[src/rtl/display_mux_pkg.sv]
// rtl/display_mux_pkg.sv - shared types and constants for the dual-digit display scanner
package display_mux_pkg;

  // Scan order is SHOW0 -> BLANK0 -> SHOW1 -> BLANK1 -> SHOW0
  typedef enum logic [1:0] {
    SHOW0  = 2'd0,
    BLANK0 = 2'd1,
    SHOW1  = 2'd2,
    BLANK1 = 2'd3
  } mux_state_t;

  // 1 ms lit time and 10 us dead time at 24 MHz
  localparam int DIV_CNT_DEFAULT   = 24000;
  localparam int BLANK_CNT_DEFAULT = 240;

  // Active-low anode enables; bit 0 is the right digit
  localparam logic [1:0] AN_OFF = 2'b11;
  localparam logic [1:0] AN_D0  = 2'b10;
  localparam logic [1:0] AN_D1  = 2'b01;

endpackage

[src/rtl/sync2.sv]
// rtl/sync2.sv - two-flop synchronizer with synchronous active-low reset
module sync2 #(
  parameter int WIDTH = 1
) (
  input  logic             clk,
  input  logic             resetn,
  input  logic [WIDTH-1:0] d,
  output logic [WIDTH-1:0] q
);

  logic [WIDTH-1:0] meta_q, meta_d;
  logic [WIDTH-1:0] sync_q, sync_d;

  // Shift the asynchronous input one stage per clock
  always_comb begin
    meta_d = d;
    sync_d = meta_q;
  end

  // Both stages clear to zero in reset
  always_ff @(posedge clk) begin
    if (!resetn) begin
      meta_q <= '0;
      sync_q <= '0;
    end else begin
      meta_q <= meta_d;
      sync_q <= sync_d;
    end
  end

  assign q = sync_q;

endmodule

[src/rtl/display_mux.sv]
// rtl/display_mux.sv - dual-digit scan with dead-time blanking; DISPLAY_MUX_SYNC_EN adds input synchronizers
module display_mux
  import display_mux_pkg::*;
#(
  parameter int DIV_CNT   = DIV_CNT_DEFAULT,
  parameter int BLANK_CNT = BLANK_CNT_DEFAULT
) (
  input  logic       int_osc,
  input  logic       reset_n,
  input  logic [3:0] s0,
  input  logic [3:0] s1,
  output logic [3:0] nibble,
  output logic [1:0] an,
  output logic       digit
);

  localparam int CNT_MAX = (DIV_CNT > BLANK_CNT) ? DIV_CNT : BLANK_CNT;
  localparam int CNT_W   = (CNT_MAX > 1) ? $clog2(CNT_MAX) : 1;
  localparam logic [CNT_W-1:0] DIV_LAST   = CNT_W'(DIV_CNT - 1);
  localparam logic [CNT_W-1:0] BLANK_LAST = CNT_W'(BLANK_CNT - 1);

  mux_state_t       state_q, state_d;
  logic [CNT_W-1:0] cnt_q, cnt_d;
  logic [CNT_W-1:0] cnt_last;
  logic [1:0]       an_q, an_d;
  logic [3:0]       nibble_q, nibble_d;
  logic             digit_q, digit_d;
  logic [3:0]       cap0, cap1;

`ifdef DISPLAY_MUX_SYNC_EN
  logic [7:0] s_sync;

  sync2 #(
    .WIDTH(8)
  ) u_sync2 (
    .clk    (int_osc),
    .resetn (reset_n),
    .d      ({s1, s0}),
    .q      (s_sync)
  );

  assign cap0 = s_sync[3:0];
  assign cap1 = s_sync[7:4];
`else
  assign cap0 = s0;
  assign cap1 = s1;
`endif

  // Next state: the shared counter times each state; outputs only move on transitions
  always_comb begin
    state_d  = state_q;
    cnt_d    = cnt_q + 1'b1;
    an_d     = an_q;
    nibble_d = nibble_q;
    digit_d  = digit_q;
    cnt_last = ((state_q == SHOW0) || (state_q == SHOW1)) ? DIV_LAST : BLANK_LAST;

    if (cnt_q == cnt_last) begin
      cnt_d = '0;
      case (state_q)
        SHOW0: begin
          state_d = BLANK0;
          an_d    = AN_OFF;
        end
        BLANK0: begin
          // New value reaches the decoder only as the anode turns on after dead time
          state_d  = SHOW1;
          an_d     = AN_D1;
          nibble_d = cap1;
          digit_d  = 1'b1;
        end
        SHOW1: begin
          state_d = BLANK1;
          an_d    = AN_OFF;
        end
        BLANK1: begin
          state_d  = SHOW0;
          an_d     = AN_D0;
          nibble_d = cap0;
          digit_d  = 1'b0;
        end
        default: begin
          state_d = BLANK1;
          an_d    = AN_OFF;
        end
      endcase
    end
  end

  // State, counter and output registers; reset parks in BLANK1 so digit 0 lights first
  always_ff @(posedge int_osc) begin
    if (!reset_n) begin
      state_q  <= BLANK1;
      cnt_q    <= '0;
      an_q     <= AN_OFF;
      nibble_q <= 4'h0;
      digit_q  <= 1'b1;
    end else begin
      state_q  <= state_d;
      cnt_q    <= cnt_d;
      an_q     <= an_d;
      nibble_q <= nibble_d;
      digit_q  <= digit_d;
    end
  end

  assign nibble = nibble_q;
  assign an     = an_q;
  assign digit  = digit_q;

endmodule

[config.mk]
export PLATFORM = sky130hd
export DESIGN_NAME = display_mux
export DESIGN_NICKNAME = d
export VERILOG_FILES = /design/src/rtl/display_mux_pkg.sv /design/src/rtl/sync2.sv /design/src/rtl/display_mux.sv
export SDC_FILE = /design/constraint.sdc
export NUM_CORES = 1
export LEC_CHECK = 0
export ABC_AREA = 1
export CAP_MARGIN = 20
export CORE_ASPECT_RATIO = 0.8
export CORE_MARGIN = 10
export CORE_UTILIZATION = 30
export CTS_CLUSTER_DIAMETER = 30
export DETAILED_ROUTE_END_ITERATION = 8
export PLACE_DENSITY = 0.59
export SLEW_MARGIN = 0
export SYNTH_ARGS = -nofsm -noshare
export SYNTH_HDL_FRONTEND = slang
export SYNTH_SLANG_ARGS = --single-unit
export TNS_END_PERCENT = 10
[constraint.sdc]
create_clock -name int_osc -period 2 [get_ports int_osc]
set_clock_uncertainty 0.15 [all_clocks]
set_input_delay 0.3 -clock int_osc [delete_from_list [all_inputs] [get_ports int_osc]]
set_output_delay 0.3 -clock int_osc [all_outputs]
set_load 0.005 [all_outputs]
**After elaboration in Yosys (flattened, before gate mapping)**

Cells that the tools add are included.

- Register bits after elaboration: 24
- Bits of input ports: 10
- Logic and storage cells: 22

- Mux-type cells: 5
- Bitwise logic cells: 1
- Equality and inequality tests: 4
- Add/sub/neg operators: 1
- Reduce and logical (&&, ||, !) cells: 6

Operator list:

| cell | count |
|---|---|
| adder 15 x 1 -> 15 bit (second input constant) | 1 |
| == test 15 bit | 1 |
| two-way mux 15 bit | 1 |
| one-hot mux 2 bit (4 select lines) | 1 |
| one-hot mux 4 bit (2 select lines) | 1 |
| one-hot mux 2 bit (3 select lines) | 1 |
| == test 2 bit (second input constant) | 2 |
| OR reduction 2 bit | 2 |
| == test 2 x 1 -> 1 bit (second input constant) | 1 |
| logical NOT 2 bit | 1 |
| one-hot mux 1 bit (2 select lines) | 1 |
| AND reduction 2 bit | 1 |
| nonzero test 2 bit | 1 |
| logical OR 1 bit | 1 |
| inverter 1 bit | 1 |

**Depth between registers and ports, before layout**

Gate-level depths: netlist (run 1).

- Depth in word-level cells: 5
- Mapped depth: 9
- Depth with buffers taken out: 9

**Worst setup path after synthesis (run 1)**

No wires, ideal clock.

- Kind: register -> register
- From: register state_q[0]
- To: register cnt_q[9]
- Clock period less this slack: 1.688 ns
- Arrival time: 1.424 ns
- Path slack: 0.312 ns
- Library setup time: 0.115 ns
- Cell stages (with the launch flop): 10
- Cells stage by stage: dfxtp_1 inv_1 ha_1 nor2_1 inv_1 nand2_2 nand3_4 nand2_4 buf_6 nor2_1

- Longest elaborated chain between the ends: 5
- Elaborated cells between the ends (all ways): 6

Ends and longest elaborated chain:

| item | line | text |
|---|---|---|
| start: declaration | display_mux.sv:22 | `mux_state_t state_q, state_d;` |
| start signal: assignment | display_mux.sv:99 | `state_q <= state_d;` |
| == test 2 bit or logical NOT 2 bit (tied branches) | display_mux.sv:56 | `cnt_last = ((state_q == SHOW0) \|\| (state_q == SHOW1)) ? DIV_LAST : BLANK_LAST;` |
| logical OR 1 bit (*) | display_mux.sv:56 |  |
| two-way mux 15 bit (*) | display_mux.sv:56 |  |
| == test 15 bit (*) | display_mux.sv:58 | `if (cnt_q == cnt_last) begin` |
| OR reduction 2 bit (no source line) (*) | -- |  |
| end signal: assignment | display_mux.sv:100 | `cnt_q <= cnt_d;` |
| end: declaration | display_mux.sv:23 | `logic [CNT_W-1:0] cnt_q, cnt_d;` |

Every way passes the cells marked *; elsewhere a longest branch is shown, timed or not.
A chain may end at the register's enable or synchronous reset.

**Worst setup path after layout (run 1)**

- From: register state_q[0]
- To: register state_q[0]

- Longest elaborated chain between the ends: 4
- Elaborated cells between the ends (all ways): 8

Ends and longest elaborated chain:

| item | line |
|---|---|
| == test 2 bit or logical NOT 2 bit (tied branches) | display_mux.sv:56, display_mux.sv:60 |
| logical OR 1 bit | display_mux.sv:56 |
| two-way mux 15 bit | display_mux.sv:56 |
| == test 15 bit | display_mux.sv:58 |

Parallel ways exist; a longest one is shown, timed or not.

==> results of run 1 <==
## layout make-up
type	count	area, um2	area share [%]
repair buffers	17	168	10.3
inverters	21	80.1	4.94
clock inverters	1	30.0	1.85
flip-flops and latches	24	480	29.6
clock buffers	3	41.3	2.55
well taps	57	71.3	4.40
multi-input cells	129	751	46.3
## routing by layer
layer  vias up  wire length (um)  part of all wire (%)  GRT usage, %
li1        602                 -                     -             -
met1       477              1310                    50          9.75
met2        11              1150                    44          12.1
met3         2               100                   3.8          2.63
met4         0                36                   1.4          2.27
met5         -                 0                     0             0
## power breakdown
part | total [mW] | internal [mW] | switching [mW]
clock | 0.423 | 0.268 | 0.155
combinational | 0.0410 | 0.0238 | 0.0172
sequential | 0.486 | 0.482 | 0.00328
total | 0.950 | 0.774 | 0.176
## worst paths after layout
path                            startpoint    endpoint  slack, ps
worst min-delay path              cnt_q[0]    cnt_q[0]        300
worst max register to register  state_q[0]  state_q[0]        210
worst max-delay path            state_q[0]  state_q[0]        210
worst min register to register    cnt_q[0]    cnt_q[0]        300
## worst max-delay path, stage by stage (launching register included)
cell,delay (ps)
dfxtp_1,390
inv_1,110
ha_1,230
nor2_2,150
inv_1,100
nand2_2,130
nand3_4,120
o21ai_0,210
nand2_1,80
## state kept, by name (all words and copies together), names as in the netlist
| register | flops |
|---|---|
| state_q | 2 |
| nibble | 4 |
| cnt_q | 15 |
| digit | 1 |
| an | 2 |
## through the flow
step                hold slack, ps  cell area (um2)  total power [mW]  instances  worst slack, ps
finish                         299             1620             0.950        252              208
global route                   339             1620             0.991        252             36.1
CTS                            308             1620             0.966        252              118
detailed placement             289             1540             0.539        248              141
global placement               294             1540             0.539        248              169
floorplan                      267             1330             0.518        177              312
## cells by family (layout without fill, tap and decap cells)
group	Yosys count	in the layout	synth area share [%]
AO/OA/AOI/OAI	13	13	5.94
XOR/XNOR	5	5	3.30
buffers and inverters	24	42	7.64
multiplexers	4	4	3.02
adder cells (fa/ha/maj)	7	7	6.60
AND/OR/NAND/NOR	100	100	37.3
flip-flops	24	24	36.2
## placed cells by master, fill, tap and decap left out, types with 6 or more instances in the layout
| cell | instances |
|---|---|
| nand3_1 | 6 |
| ha_1 | 7 |
| dfxtp_1 | 24 |
| nand4_1 | 8 |
| nand2_1 | 38 |
| inv_1 | 18 |
| nor2_1 | 29 |
| clkdlybuf4s50_1 | 16 |
## repair_timing
item | CTS | global route
endpoints found under the setup margin | 0 | 18
endpoints found under the hold margin | 0 | 0
setup buffers | 0 | 0
resized for setup | 0 | 2
==> metrics.md, run 1 <==
| Metric | Value |
|---|---|
| CTS clk-pin slew, worst paths | `90 ps` |
| Initial DRC Count | `80` |
| DP HPWL | `2100 um` |
| Total of max-cap violations | `0` |
| Core outline area | `4230 um2` |
| Crit path required time | `2010 ps` |
| Grt total ovfl | `0` |
| Peak fanout along the critical path | `6` |
| Fillcell total | `440` |
| IO buf count | `16` |
| First-pass GRT wire length | `4770 um` |
| FF+latch count, synth | `24` |
| Wirelength, routed | `2600 um` |
| Mapped Area | `1330 um2` |
| Synthesis-to-layout area growth | `22.3%` |
| Post-synth EDFFs | `0` |
| Hold path depth | `1` |
| Startpoint types | `flop` |
| Yosys top cell area share | `36.2%` |
| Layout cell share with drive strength beyond 1 | `12.8%` |
| Vias in the first global route | `1,085` |
| Arrival time of the worst setup path | `1800 ps` |
| Pin count of the biggest net entering global routing | `16` |
| Diode count | `0` |
| Asr flop ratio synth | `0%` |
| Hold Buf Count CTS | `0` |
| Tightest Pin Transition | `327 ps` |
| Max Slew Vio Count | `0` |
| Outcome | `completed` |
| Clk_lat worst skew | `270 ps` |
| Slew HR | `78.2%` |
| Warnings, synthesis | `0` |
| Final hold vios | `0` |
| Syn Area/Cell | `7.49 um2` |
| Vias | `1,092` |
| Post-layout util | `38.3%` |
| Endpoint type of the worst setup path | `flop` |
| Die W | `94.3 um` |
| Gpl congestion | `0.831` |
| # setup viols final | `0` |
| Syn Inst Count | `177` |
| Sequential-to-total area share from yosys stat | `36.2%` |
| Die Y | `79.5 um` |
| Tot GR Track Use | `7.73%` |
| CTS root buf | `clkbuf_8` |
| Syn nets | `194` |
| CTS H-tree depth | `1` |
| Peak VDD IR | `283 uV` |
| I/O pins | `17` |
| Period utilization | `89.6%` |
| Leakage | `0.622 nW` |
| RSZ-0062 raised after global routing | `no` |
| Count leader, synth | `nand2_1` |
| Initial antenna violation count | `0` |
| Synth cell count leaders | `nand2_1 (38), nor2_1 (30), dfxtp_1 (24)` |
| Post-detailed-route via-to-cell ratio | `4.33` |
| Ys flop type | `dfxtp_1` |
| F_max | `558 MHz` |
| Clock Tree Buf Depth | `2` |
| Detail Route Antenna Nets | `0` |
| TritonCTS buffer count | `3` |
| TritonCTS clock tree | `built` |
| Final min period | `1790 ps` |
| Critical setup path kind | `reg -> reg` |
| Initial Util | `31.4%` |
| Layout Nets | `213` |
| Reg2reg path depth | `8` |
| Power Dens Cells | `586 nW/um2` |
| DIE AREA | `7500 um2` |
| Drt first pass iters | `5` |
| Hold Crit Class | `reg -> reg` |
| # DRC | `0` |
| Rows | `21` |
| Largest area contributor in the netlist | `dfxtp_1` |
| Final setup TNS | `0 ps` |
| Distinct cell type count after synthesis | `29` |
| CTS Sinks | `24` |
| Ranking of synthesized cells by area | `dfxtp_1 (36%), nand2_1 (11%), nor2_1 (8.5%), ha_1 (6.6%), inv_1 (5.1%)` |
| DR WL/cell | `10.3 um` |
Power figures use the tool's default switching activity.
==> inputs of run 2 (changes only) <==
- CORE_UTILIZATION: 30 -> 40
- PLACE_DENSITY: 0.59 -> 0.71
==> metrics.md, run 2 (synthesis gave the netlist of run 1 again) <==
| Metric | Value |
|---|---|
| Internal power | `0.774 mW (about the same)` |
| Gpl congestion | `0.827 (was 0.831)` |
| Post-detailed-route via-to-cell ratio | `4.68 (was 4.33)` |
| CTS Sinks | `24 (unchanged)` |
| # setup viols final | `0 (unchanged)` |
| Fin cells | `235 (was 252)` |
| # DRC | `0 (unchanged)` |
| Biggest register | `cnt_q (unchanged)` |
| Synthesis-to-layout area growth | `20.4% (was 22.3%)` |
| Hold_ws | `302 ps (was 299 ps)` |
| Arrival time of the worst setup path | `1760 ps (was 1800 ps)` |
| Slew HR | `78.7% (was 78.2%)` |
| Sw Pwr | `0.178 mW (was 0.176 mW)` |
| Power Dens Cells | `596 nW/um2 (was 586 nW/um2)` |
| I/O pins | `17 (unchanged)` |
| Critical R2R Launch | `state_q[0] (unchanged)` |
| Diode count | `0 (unchanged)` |
| Reg2reg path depth | `8 (unchanged)` |
| TritonCTS buffer count | `3 (unchanged)` |
| Core outline area | `3130 um2 (was 4230 um2)` |
| Final setup TNS | `0 ps (unchanged)` |
| Peak VDD IR | `338 uV (was 283 uV)` |
| RSZ-0062 raised after global routing | `no (unchanged)` |
| Final min period | `1750 ps (was 1790 ps)` |
| Most frequent cells in the layout | `nand2_1 (38), nor2_1 (29), dfxtp_1 (24), inv_1 (18), clkdlybuf4s50_1 (16) (unchanged)` |
| Largest register FFs | `15 (unchanged)` |
| Die W | `84.4 um (was 94.3 um)` |
| CTS root buf | `clkbuf_8 (unchanged)` |
| R2R Setup Slk | `250 ps (was 210 ps)` |
| Initial DRC Count | `51 (was 80)` |
| Final WS setup | `252 ps (was 208 ps)` |
| TritonCTS clock tree | `built (unchanged)` |
| CTS clk-pin slew, worst paths | `80 ps (was 90 ps)` |
| Crit path required time | `2010 ps (about the same)` |
| Tot GR Track Use | `8.92% (was 7.73%)` |
| Hold Crit Class | `reg -> reg (unchanged)` |
| Clock Tree Buf Depth | `2 (unchanged)` |
| DR WL/cell | `10.8 um (was 10.3 um)` |
| Endpoint type of the worst setup path | `flop (unchanged)` |
| Detail Route Antenna Nets | `0 (unchanged)` |
| Hold Buf Count CTS | `0 (unchanged)` |
| Final hold vios | `0 (unchanged)` |
| Startpoint types | `flop (unchanged)` |
| Total of max-cap violations | `0 (unchanged)` |
| Most common cell after layout, fill and taps aside | `nand2_1 (unchanged)` |
| Placed insts | `231 (was 248)` |
| Clk_lat worst skew | `270 ps (about the same)` |
| Leakage | `0.623 nW (was 0.622 nW)` |
| Max Slew Vio Count | `0 (unchanged)` |
| Outcome | `completed (unchanged)` |
| Hold Crit Endpoint | `cnt_q[0] (unchanged)` |
| Comb pwr share | `4.4% (was 4.3%)` |
| Seq pwr share | `51.0% (was 51.1%)` |
| Clock Power Share | `44.6% (was 44.5%)` |
| Peak fanout along the critical path | `6 (unchanged)` |
| IO buf count | `16 (unchanged)` |
| Sw frac | `18.7% (was 18.5%)` |
| DP HPWL | `2000 um (was 2100 um)` |
| Die Y | `71.5 um (was 79.5 um)` |
| Grt total ovfl | `0 (unchanged)` |
| Wirelength, routed | `2550 um (was 2600 um)` |
| Critical setup path kind | `reg -> reg (unchanged)` |
| First-pass GRT wire length | `4530 um (was 4770 um)` |
| Tightest Pin Transition | `320 ps (was 327 ps)` |
| Drt first pass iters | `4 (was 5)` |
| Period utilization | `87.4% (was 89.6%)` |
| Layout cell share with drive strength beyond 1 | `12.3% (was 12.8%)` |
| Pin count of the biggest net entering global routing | `16 (unchanged)` |
| DP Worst Slack | `199 ps (was 141 ps)` |
| DIE AREA | `6030 um2 (was 7500 um2)` |
| Layout Nets | `213 (unchanged)` |
| Hold Crit Start | `cnt_q[0] (unchanged)` |
| Rows | `18 (was 21)` |
| CTS H-tree depth | `1 (unchanged)` |
| Hold path depth | `1 (unchanged)` |
| Worst R2R End | `state_q[0] (unchanged)` |
| Vias | `1,099 (was 1,092)` |
| Initial antenna violation count | `0 (unchanged)` |
| F_max | `572 MHz (was 558 MHz)` |
| Initial Util | `42.4% (was 31.4%)` |
| Vias in the first global route | `995 (was 1,085)` |
run 2: cell count changes in the layout (fill, tap and decap cells not counted):
cell / before / now
a21oi_2: 4 / 3
a21oi_1: 4 / 5
run 2: area by class of cell:
| class | instances | area [um2] |
|---|---|---|
| clock buffers | 3 | 41.3 |
| clock inverters | 1 | 30.0 |
| fillers | 307 | 1530 |
| inverters | 21 | 80.1 |
| multi-input cells | 129 | 747 |
| flip-flops and latches | 24 | 480 |
| well taps | 40 | 50.0 |
| repair buffers | 17 | 168 |
run 2: per-stage QoR:
step	util (%)	instance area, um2	power (mW)
floorplan	-	1330	0.518
global placement	48.6	1520	0.539
detailed placement	48.6	1520	0.538
CTS	50.9	1590	0.965
global route	51.0	1600	0.985
finish	51.0	1600	0.952
run 2: worst max-delay path: stages, from the launching register on:
cell and delay [ps]:
dfxtp_1 390, inv_1 100, ha_1 210, nor2_2 170
inv_1 90, nand2_2 130, nand3_4 120, o21ai_0 210
nand2_1 70
run 2: worst max path at each step:
stage               start         end  slack, ps  depth (start not counted)
2_1_floorplan  state_q[0]    cnt_q[9]        310                          9
3_3_place_gp   state_q[0]  state_q[0]        210                          8
3_5_place_dp   state_q[0]   nibble[3]        200                          8
4_1_cts        state_q[0]   nibble[3]        170                          8
5_1_grt        state_q[0]       an[1]         50                          8
6_report       state_q[0]  state_q[0]        250                          8
run 2: metal layers:
| layer | vias to the layer above | track usage [%] | share of wire, % |
|---|---|---|---|
| li1 | 597 | - | - |
| met1 | 477 | 12.1 | 53 |
| met2 | 20 | 12.1 | 39 |
| met3 | 5 | 3.73 | 6.6 |
| met4 | 0 | 3.28 | 1.7 |
| met5 | - | 0 | 0 |
run 2: power groups by stage:
stage	clock network, mW	registers, mW	logic [mW]
final	0.425	0.486	0.0414
after global routing	0.453	0.486	0.0456
after CTS	0.438	0.486	0.0418
after detailed placement	0	0.497	0.0414
after global placement	0	0.497	0.0417
after floorplan	0	0.496	0.0214
run 2: timing repair:
action	in CTS	in global routing
setup endpoints to repair	0	2
gates resized for setup	0	1
buffers inserted	0	0
